### src/rtl/tilt_pkg.sv
// tilt_pkg: shared types and constants for the tilt angle scheduler.
//   state_t      scheduler FSM states
//   CH_*         channel indices (roll, pitch, yaw)
//   ANGLE_*      angle constants in rad*4096 units
//   next_chan()  channel search over an enable mask
package tilt_pkg;

   typedef enum logic [2:0] {
      S_IDLE,
      S_LOAD,
      S_ISSUE,
      S_WAIT,
      S_FIX,
      S_DONE
   } state_t;

   localparam logic [1:0] CH_ROLL  = 2'd0;
   localparam logic [1:0] CH_PITCH = 2'd1;
   localparam logic [1:0] CH_YAW   = 2'd2;

   localparam int ANGLE_SCALE   = 4096;
   localparam int ANGLE_PI      = 12868;
   localparam int ANGLE_HALF_PI = 6434;

   // Returns {found, index}. With from_start set, the lowest enabled channel
   // is chosen; otherwise the lowest enabled channel above cur.
   function automatic logic [2:0] next_chan(input logic [2:0] mask,
                                            input logic [1:0] cur,
                                            input logic       from_start);
      logic [2:0] r;
      r = 3'b000;
      // Descending scan so the lowest qualifying index is written last.
      for (int i = 2; i >= 0; i--) begin
         if (mask[i] && (from_start || i > int'(cur)))
            r = {1'b1, 2'(i)};
      end
      return r;
   endfunction

endpackage

### src/rtl/tilt_operand_prep.sv
// tilt_operand_prep: combinational operand preparation for one CORDIC job.
//   chan     in  channel index (roll / pitch / yaw)
//   x, y, z  in  latched signed sample
//   num      out numerator for the CORDIC unit (after shift and fold)
//   den      out denominator for the CORDIC unit (after shift and fold)
//   fold     out denominator was negative, both operands were negated
//   num_neg  out sign of the numerator before folding
module tilt_operand_prep
   import tilt_pkg::*;
#(
   parameter int WIDTH    = 16,
   parameter int PRESHIFT = 2
) (
   input  logic [1:0]              chan,
   input  logic signed [WIDTH-1:0] x,
   input  logic signed [WIDTH-1:0] y,
   input  logic signed [WIDTH-1:0] z,
   output logic signed [WIDTH-1:0] num,
   output logic signed [WIDTH-1:0] den,
   output logic                    fold,
   output logic                    num_neg
);

   localparam logic signed [WIDTH-1:0] SMIN = {1'b1, {(WIDTH-1){1'b0}}};
   localparam logic signed [WIDTH-1:0] SMAX = ~SMIN;

   logic signed [WIDTH-1:0] raw_n, raw_d, sh_n, sh_d;

   // Negation that cannot overflow: the most negative code maps to the max.
   function automatic logic signed [WIDTH-1:0] sat_neg(input logic signed [WIDTH-1:0] v);
      return (v == SMIN) ? SMAX : -v;
   endfunction

   always_comb begin
      raw_n = y;
      raw_d = z;
      case (chan)
         CH_PITCH: begin raw_n = x; raw_d = z; end
         CH_YAW:   begin raw_n = y; raw_d = x; end
         default:  begin raw_n = y; raw_d = z; end
      endcase
      sh_n    = raw_n >>> PRESHIFT;
      sh_d    = raw_d >>> PRESHIFT;
      // Fold into the right half-plane so the CORDIC only sees den >= 0.
      fold    = sh_d[WIDTH-1];
      num_neg = raw_n[WIDTH-1];
      num     = fold ? sat_neg(sh_n) : sh_n;
      den     = fold ? sat_neg(sh_d) : sh_d;
   end

endmodule

### src/rtl/tilt_angle_scheduler.sv
// tilt_angle_scheduler: runs up to three atan2 jobs per accelerometer sample
// on one shared CORDIC vectoring unit and corrects each result to full circle.
//   i_clk, i_rst                 clock, synchronous active-high reset
//   i_x, i_y, i_z, i_sample_valid sample input with one-cycle strobe
//   i_chan_en                    channel mask (roll, pitch, yaw), taken at LOAD
//   o_cor_start, o_cor_y, o_cor_z CORDIC job request
//   i_cor_done, i_cor_angle      CORDIC result (done is sticky until next start)
//   o_roll, o_pitch, o_yaw       angles in rad*4096
//   o_valid, o_err               frame-complete strobe and timeout flag
//   o_busy, o_drop_count         frame in progress, saturating drop counter
module tilt_angle_scheduler
   import tilt_pkg::*;
#(
   parameter int WIDTH    = 16,
   parameter int PRESHIFT = 2,
   parameter int TIMEOUT  = 64
) (
   input  logic             i_clk,
   input  logic             i_rst,
   input  logic [WIDTH-1:0] i_x,
   input  logic [WIDTH-1:0] i_y,
   input  logic [WIDTH-1:0] i_z,
   input  logic             i_sample_valid,
   input  logic [2:0]       i_chan_en,
   output logic             o_cor_start,
   output logic [WIDTH-1:0] o_cor_y,
   output logic [WIDTH-1:0] o_cor_z,
   input  logic             i_cor_done,
   input  logic [WIDTH-1:0] i_cor_angle,
   output logic [WIDTH-1:0] o_roll,
   output logic [WIDTH-1:0] o_pitch,
   output logic [WIDTH-1:0] o_yaw,
   output logic             o_valid,
   output logic             o_err,
   output logic             o_busy,
   output logic [7:0]       o_drop_count
);

   localparam int CW = $clog2(TIMEOUT + 1);
   localparam logic [CW-1:0]    WAIT_LAST = CW'(TIMEOUT - 1);
   localparam logic [WIDTH-1:0] PI_W      = WIDTH'(ANGLE_PI);

   state_t state, nxt;

   logic signed [WIDTH-1:0] pend_x, pend_y, pend_z;
   logic signed [WIDTH-1:0] smp_x, smp_y, smp_z;
   logic                    pend_full;
   logic [2:0]              mask;
   logic [1:0]              chan;
   logic [CW-1:0]           wcnt;
   logic                    timed_out, err;
   logic signed [WIDTH-1:0] num, den;
   logic                    fold, num_neg;
   logic [2:0]              first_ch, after_ch;
   logic                    done_seen, expire;
   logic [WIDTH-1:0]        fixed;

   tilt_operand_prep #(.WIDTH(WIDTH), .PRESHIFT(PRESHIFT)) u_prep (
      .chan    (chan),
      .x       (smp_x),
      .y       (smp_y),
      .z       (smp_z),
      .num     (num),
      .den     (den),
      .fold    (fold),
      .num_neg (num_neg)
   );

   assign o_cor_y  = num;
   assign o_cor_z  = den;
   assign first_ch = next_chan(i_chan_en, 2'd0, 1'b1);
   assign after_ch = next_chan(mask, chan, 1'b0);

   // Done from the previous job may still be high in the first WAIT cycle.
   assign done_seen = (wcnt != '0) && i_cor_done;
   assign expire    = !done_seen && (wcnt == WAIT_LAST);

   always_comb begin
      if (timed_out)
         fixed = '0;
      else if (fold)
         fixed = num_neg ? (i_cor_angle - PI_W) : (i_cor_angle + PI_W);
      else
         fixed = i_cor_angle;
   end

   always_comb begin
      nxt = state;
      case (state)
         S_IDLE:  if (pend_full || i_sample_valid) nxt = S_LOAD;
         S_LOAD:  nxt = first_ch[2] ? S_ISSUE : S_DONE;
         S_ISSUE: nxt = S_WAIT;
         S_WAIT:  if (done_seen || expire) nxt = S_FIX;
         S_FIX:   nxt = after_ch[2] ? S_ISSUE : S_DONE;
         S_DONE:  nxt = S_IDLE;
         default: nxt = S_IDLE;
      endcase
   end

   assign o_cor_start = (state == S_ISSUE) && !i_rst;
   assign o_valid     = (state == S_DONE);
   assign o_err       = (state == S_DONE) && err;
   assign o_busy      = (state != S_IDLE);

   always_ff @(posedge i_clk) begin
      if (i_rst) begin
         state        <= S_IDLE;
         pend_full    <= 1'b0;
         pend_x       <= '0;
         pend_y       <= '0;
         pend_z       <= '0;
         smp_x        <= '0;
         smp_y        <= '0;
         smp_z        <= '0;
         mask         <= '0;
         chan         <= '0;
         wcnt         <= '0;
         timed_out    <= 1'b0;
         err          <= 1'b0;
         o_roll       <= '0;
         o_pitch      <= '0;
         o_yaw        <= '0;
         o_drop_count <= '0;
      end else begin
         state <= nxt;

         // One-deep pending buffer. A sample landing in LOAD refills the slot
         // that LOAD is emptying, so it is not a drop.
         if (i_sample_valid) begin
            pend_x    <= i_x;
            pend_y    <= i_y;
            pend_z    <= i_z;
            pend_full <= 1'b1;
            if (pend_full && state != S_LOAD && o_drop_count != 8'hFF)
               o_drop_count <= o_drop_count + 8'd1;
         end else if (state == S_LOAD) begin
            pend_full <= 1'b0;
         end

         case (state)
            S_LOAD: begin
               smp_x <= pend_x;
               smp_y <= pend_y;
               smp_z <= pend_z;
               mask  <= i_chan_en;
               chan  <= first_ch[1:0];
               err   <= 1'b0;
            end
            S_ISSUE: begin
               wcnt      <= '0;
               timed_out <= 1'b0;
            end
            S_WAIT: begin
               wcnt <= wcnt + 1'b1;
               if (expire) begin
                  timed_out <= 1'b1;
                  err       <= 1'b1;
               end
            end
            S_FIX: begin
               case (chan)
                  CH_ROLL:  o_roll  <= fixed;
                  CH_PITCH: o_pitch <= fixed;
                  default:  o_yaw   <= fixed;
               endcase
               if (after_ch[2]) chan <= after_ch[1:0];
            end
            default: ;
         endcase
      end
   end

endmodule

### config.mk
export PLATFORM = sky130hd
export DESIGN_NAME = tilt_angle_scheduler
export DESIGN_NICKNAME = d
export VERILOG_FILES = /design/src/rtl/tilt_pkg.sv /design/src/rtl/tilt_operand_prep.sv /design/src/rtl/tilt_angle_scheduler.sv
export SDC_FILE = /design/constraint.sdc
export NUM_CORES = 1
export LEC_CHECK = 0
export ABC_AREA = 1
export BUFFER_PORTS_ARGS = -buffer_cell sky130_fd_sc_hd__clkbuf_2
export CAP_MARGIN = 15
export CORE_MARGIN = 2
export CORE_UTILIZATION = 55
export DETAILED_ROUTE_END_ITERATION = 7
export PLACE_DENSITY = 0.8
export SYNTH_ARGS = -nofsm -noshare
export SYNTH_HDL_FRONTEND = slang
export SYNTH_SLANG_ARGS = --single-unit
### constraint.sdc
create_clock -name i_clk -period 6.17 [get_ports i_clk]
set_input_delay 0.3085 -clock i_clk [delete_from_list [all_inputs] [get_ports i_clk]]
set_output_delay 0.3085 -clock i_clk [all_outputs]
set_load 0.05 [all_outputs]
==> impl_metrics.ini <==
[setup_path]
cp_max_fo = 43
slowest_stage = o21ai_2
max_stage_delay_ns = 0.75
required_ns = 5.86
startpoint = chan[0]
timing.rr.start = chan[1]
endpoint_kind = output port
cpMostUsedCell = inv_2
worstSetupPathType = flop to output port
crit_path_start_kind = flop
crit_chain = inv_2 -> nand2_2 -> o21ai_2 -> inv_2 -> nand2_1 -> o21ai_0 -> xor2_1 -> inv_1 -> clkbuf_2
arrival_ns = 3.32
reg2reg_slack_ns = 3.07

[yosys]
synth.avg_cell_area_um2 = 6.96
synth_area_um2 = 7570
synth_cell_type_count = 42
yosys.area.top_type_share_pct = 41.5
synth-edff-count = 0
ys.flop_type = dfxtp_1
ys_warn_count = 0
postSynthCellCount = 1087
synth_area_leader_cell = dfxtp_1
yosys-top-cells-count = 169 x nor2_1, 169 x o21ai_0, 157 x dfxtp_1, 139 x nand2_1, 115 x inv_1
synthTopCellsByArea = dfxtp_1 42%, o21ai_0 11%, nor2_1 8.4%, nand2_1 6.9%, a21oi_1 6.6%
synthArstFlopShare_pct = 0
ys_seq_area_share_pct = 41.5
synth-seq-cells = 157

[timing]
rsz0062_at_grt = no
slew_viol_final = 0
setup_viol = 0
finalWorstSetupSlack_ns = 2.55
max-slew-margin-rel_pct = 22.2
max_freq_ghz = 0.276
tns_ns = 0
period_needed_ns = 3.62
hold_viol_final = 0
period_share_pct = 58.7
tightestPinTransition_ns = 1.16
skew_ns = 0.00960

[clock_network]
root_buffer = clkbuf_16
cts_made_buffers = 17
cts_resized = 0
clkTransAtPathRegs_ns = 0.06
cts_num_sinks = 157
postCtsHoldBufs = 0
post_cts_buffers = 0
insertion_delay_ns = 0.43
cts_tree = yes
htreeDepth = 4
clk_path_buf_depth = 2

[route]
via_per_inst = 5.41
dr_total_vias = 7562
avgRoutedWirePerCell_um = 14.2
firstDrtPassIters = 8
ant_nets = 0
finalWirelength_um = 19900
drc = 0
drt-initial-drc-count = 618

[die]
initial_utilization_pct = 56.7
num_rows = 42
die_area_um2 = 14700
core_area_um2 = 13300
die_x_um = 121
die_y_um = 121
ios = 163

[hold_path]
worstHoldStart = i_z[13]
hp-class = primary input to flop

[power]
peakVddDrop_v = 0.000260
power.density_nw_per_um2 = 478
power.leakage_nw = 4.40

[grt]
antenna_found_initial = 0
track_usage_pct = 27.2
first_global_vias = 6602
overflow = 0
grt_max_degree = 83
grt_pass1_wl_um = 32100

[layout]
area_delta_synth_final_pct = 18.1
finalNetCount = 1297
drive_gt1_share_pct = 17.4
n_antenna_cell = 0
fill_cells = 1208
final_cell_count_no_fill = 1399

[placement]
gp_congestion = 0.911
placed_cells = 1368
place_ws_ns = 3.05
dp_hpwl_um = 14200
port_buffers = 154

[job]
cap_violations = 0

[run_status]
run_status = completed
[critical path: cells and delay by family, from the launching register on]
family	cells	cell delay, ns
compound gates	2	0.88
simple gates	2	0.50
flops	1	0.36
xor+xnor	1	0.18
buf+inv	4	0.95
[per-layer routing]
layer,GRT usage (%),vias up,wire [µm]
met1,40.3,3435,9530
met2,39.7,277,8510
met5,0,-,0
li1,-,3816,-
met3,5.36,34,1420
met4,8.26,0,405
[registers in the layout, indices dropped and copies added (netlist names), 14 cells and up]
signal,cells
pend_z,14
o_pitch,16
o_yaw,16
o_roll,16
smp_y,14
pend_y,14
smp_z,14
smp_x,14
pend_x,14
[worst paths after layout]
| check | end | depth (start not counted) |
|---|---|---|
| min | pend_z[13] | 3 |
| max | o_cor_z[10] | 9 |
| min reg2reg | smp_z[14] | 2 |
| max reg2reg | o_roll[7] | 14 |
[cell type report]
type | count | area (µm²) | area share (%)
clock buffers | 20 | 457 | 5.11
repair buffers | 161 | 823 | 9.21
clock inverters | 11 | 108 | 1.20
multi-input cells | 753 | 3730 | 41.7
inverters | 121 | 454 | 5.08
flip-flops and latches | 157 | 3140 | 35.2
well taps | 176 | 220 | 2.46
[where the power goes]
part / total, mW / switching (mW) / internal, mW / leakage [nW]
Clock: 1.01 / 0.428 / 0.579 / 0.279
Combinational: 2.08 / 1.57 / 0.505 / 2.84
Sequential: 1.18 / 0.0582 / 1.13 / 1.29
Total: 4.27 / 2.06 / 2.21 / 4.40
[through the flow]
stage / hold slack [ns] / utilization (%) / total power [mW] / area, µm²
after floorplan: 0.430 / - / 2.81 / 7570
after global placement: 0.440 / 62.7 / 3.23 / 8370
after detailed placement: 0.448 / 62.7 / 3.25 / 8370
after CTS: 0.0999 / 66.9 / 4.25 / 8930
after global routing: 0.103 / 66.9 / 4.50 / 8930
final: 0.101 / 66.9 / 4.27 / 8930
[cell families after synthesis]
| group | count (synthesis) | share of synthesized area, % |
|---|---|---|
| xor+xnor | 25 | 2.89 |
| other cells | 1 | 0.0495 |
| compound gates | 305 | 21.3 |
| simple gates | 406 | 22.4 |
| buf+inv | 178 | 9.24 |
| fa+ha+maj | 15 | 2.58 |
| flops | 157 | 41.5 |
[cell usage in the layout (no fill, tap or decap), drive strengths merged, types with 2 or more instances in the layout]
cell,synthesis,layout
nor2,169,169
a211oi,4,4
nand3b,3,3
a221oi,3,3
clkbuf,46,174
xnor2,5,5
nand2,143,143
a31o,2,2
clkinv,2,7
ha,14,14
a21oi,100,100
buf,11,7
o211ai,4,4
or2,2,2
xor2,20,20
inv,119,123
o21a,3,3
nor3,23,23
nand3,54,54
conb,1,2
dfxtp,157,157
o21ai,182,182
nand4,9,9
(Power assumes the default switching activity.)
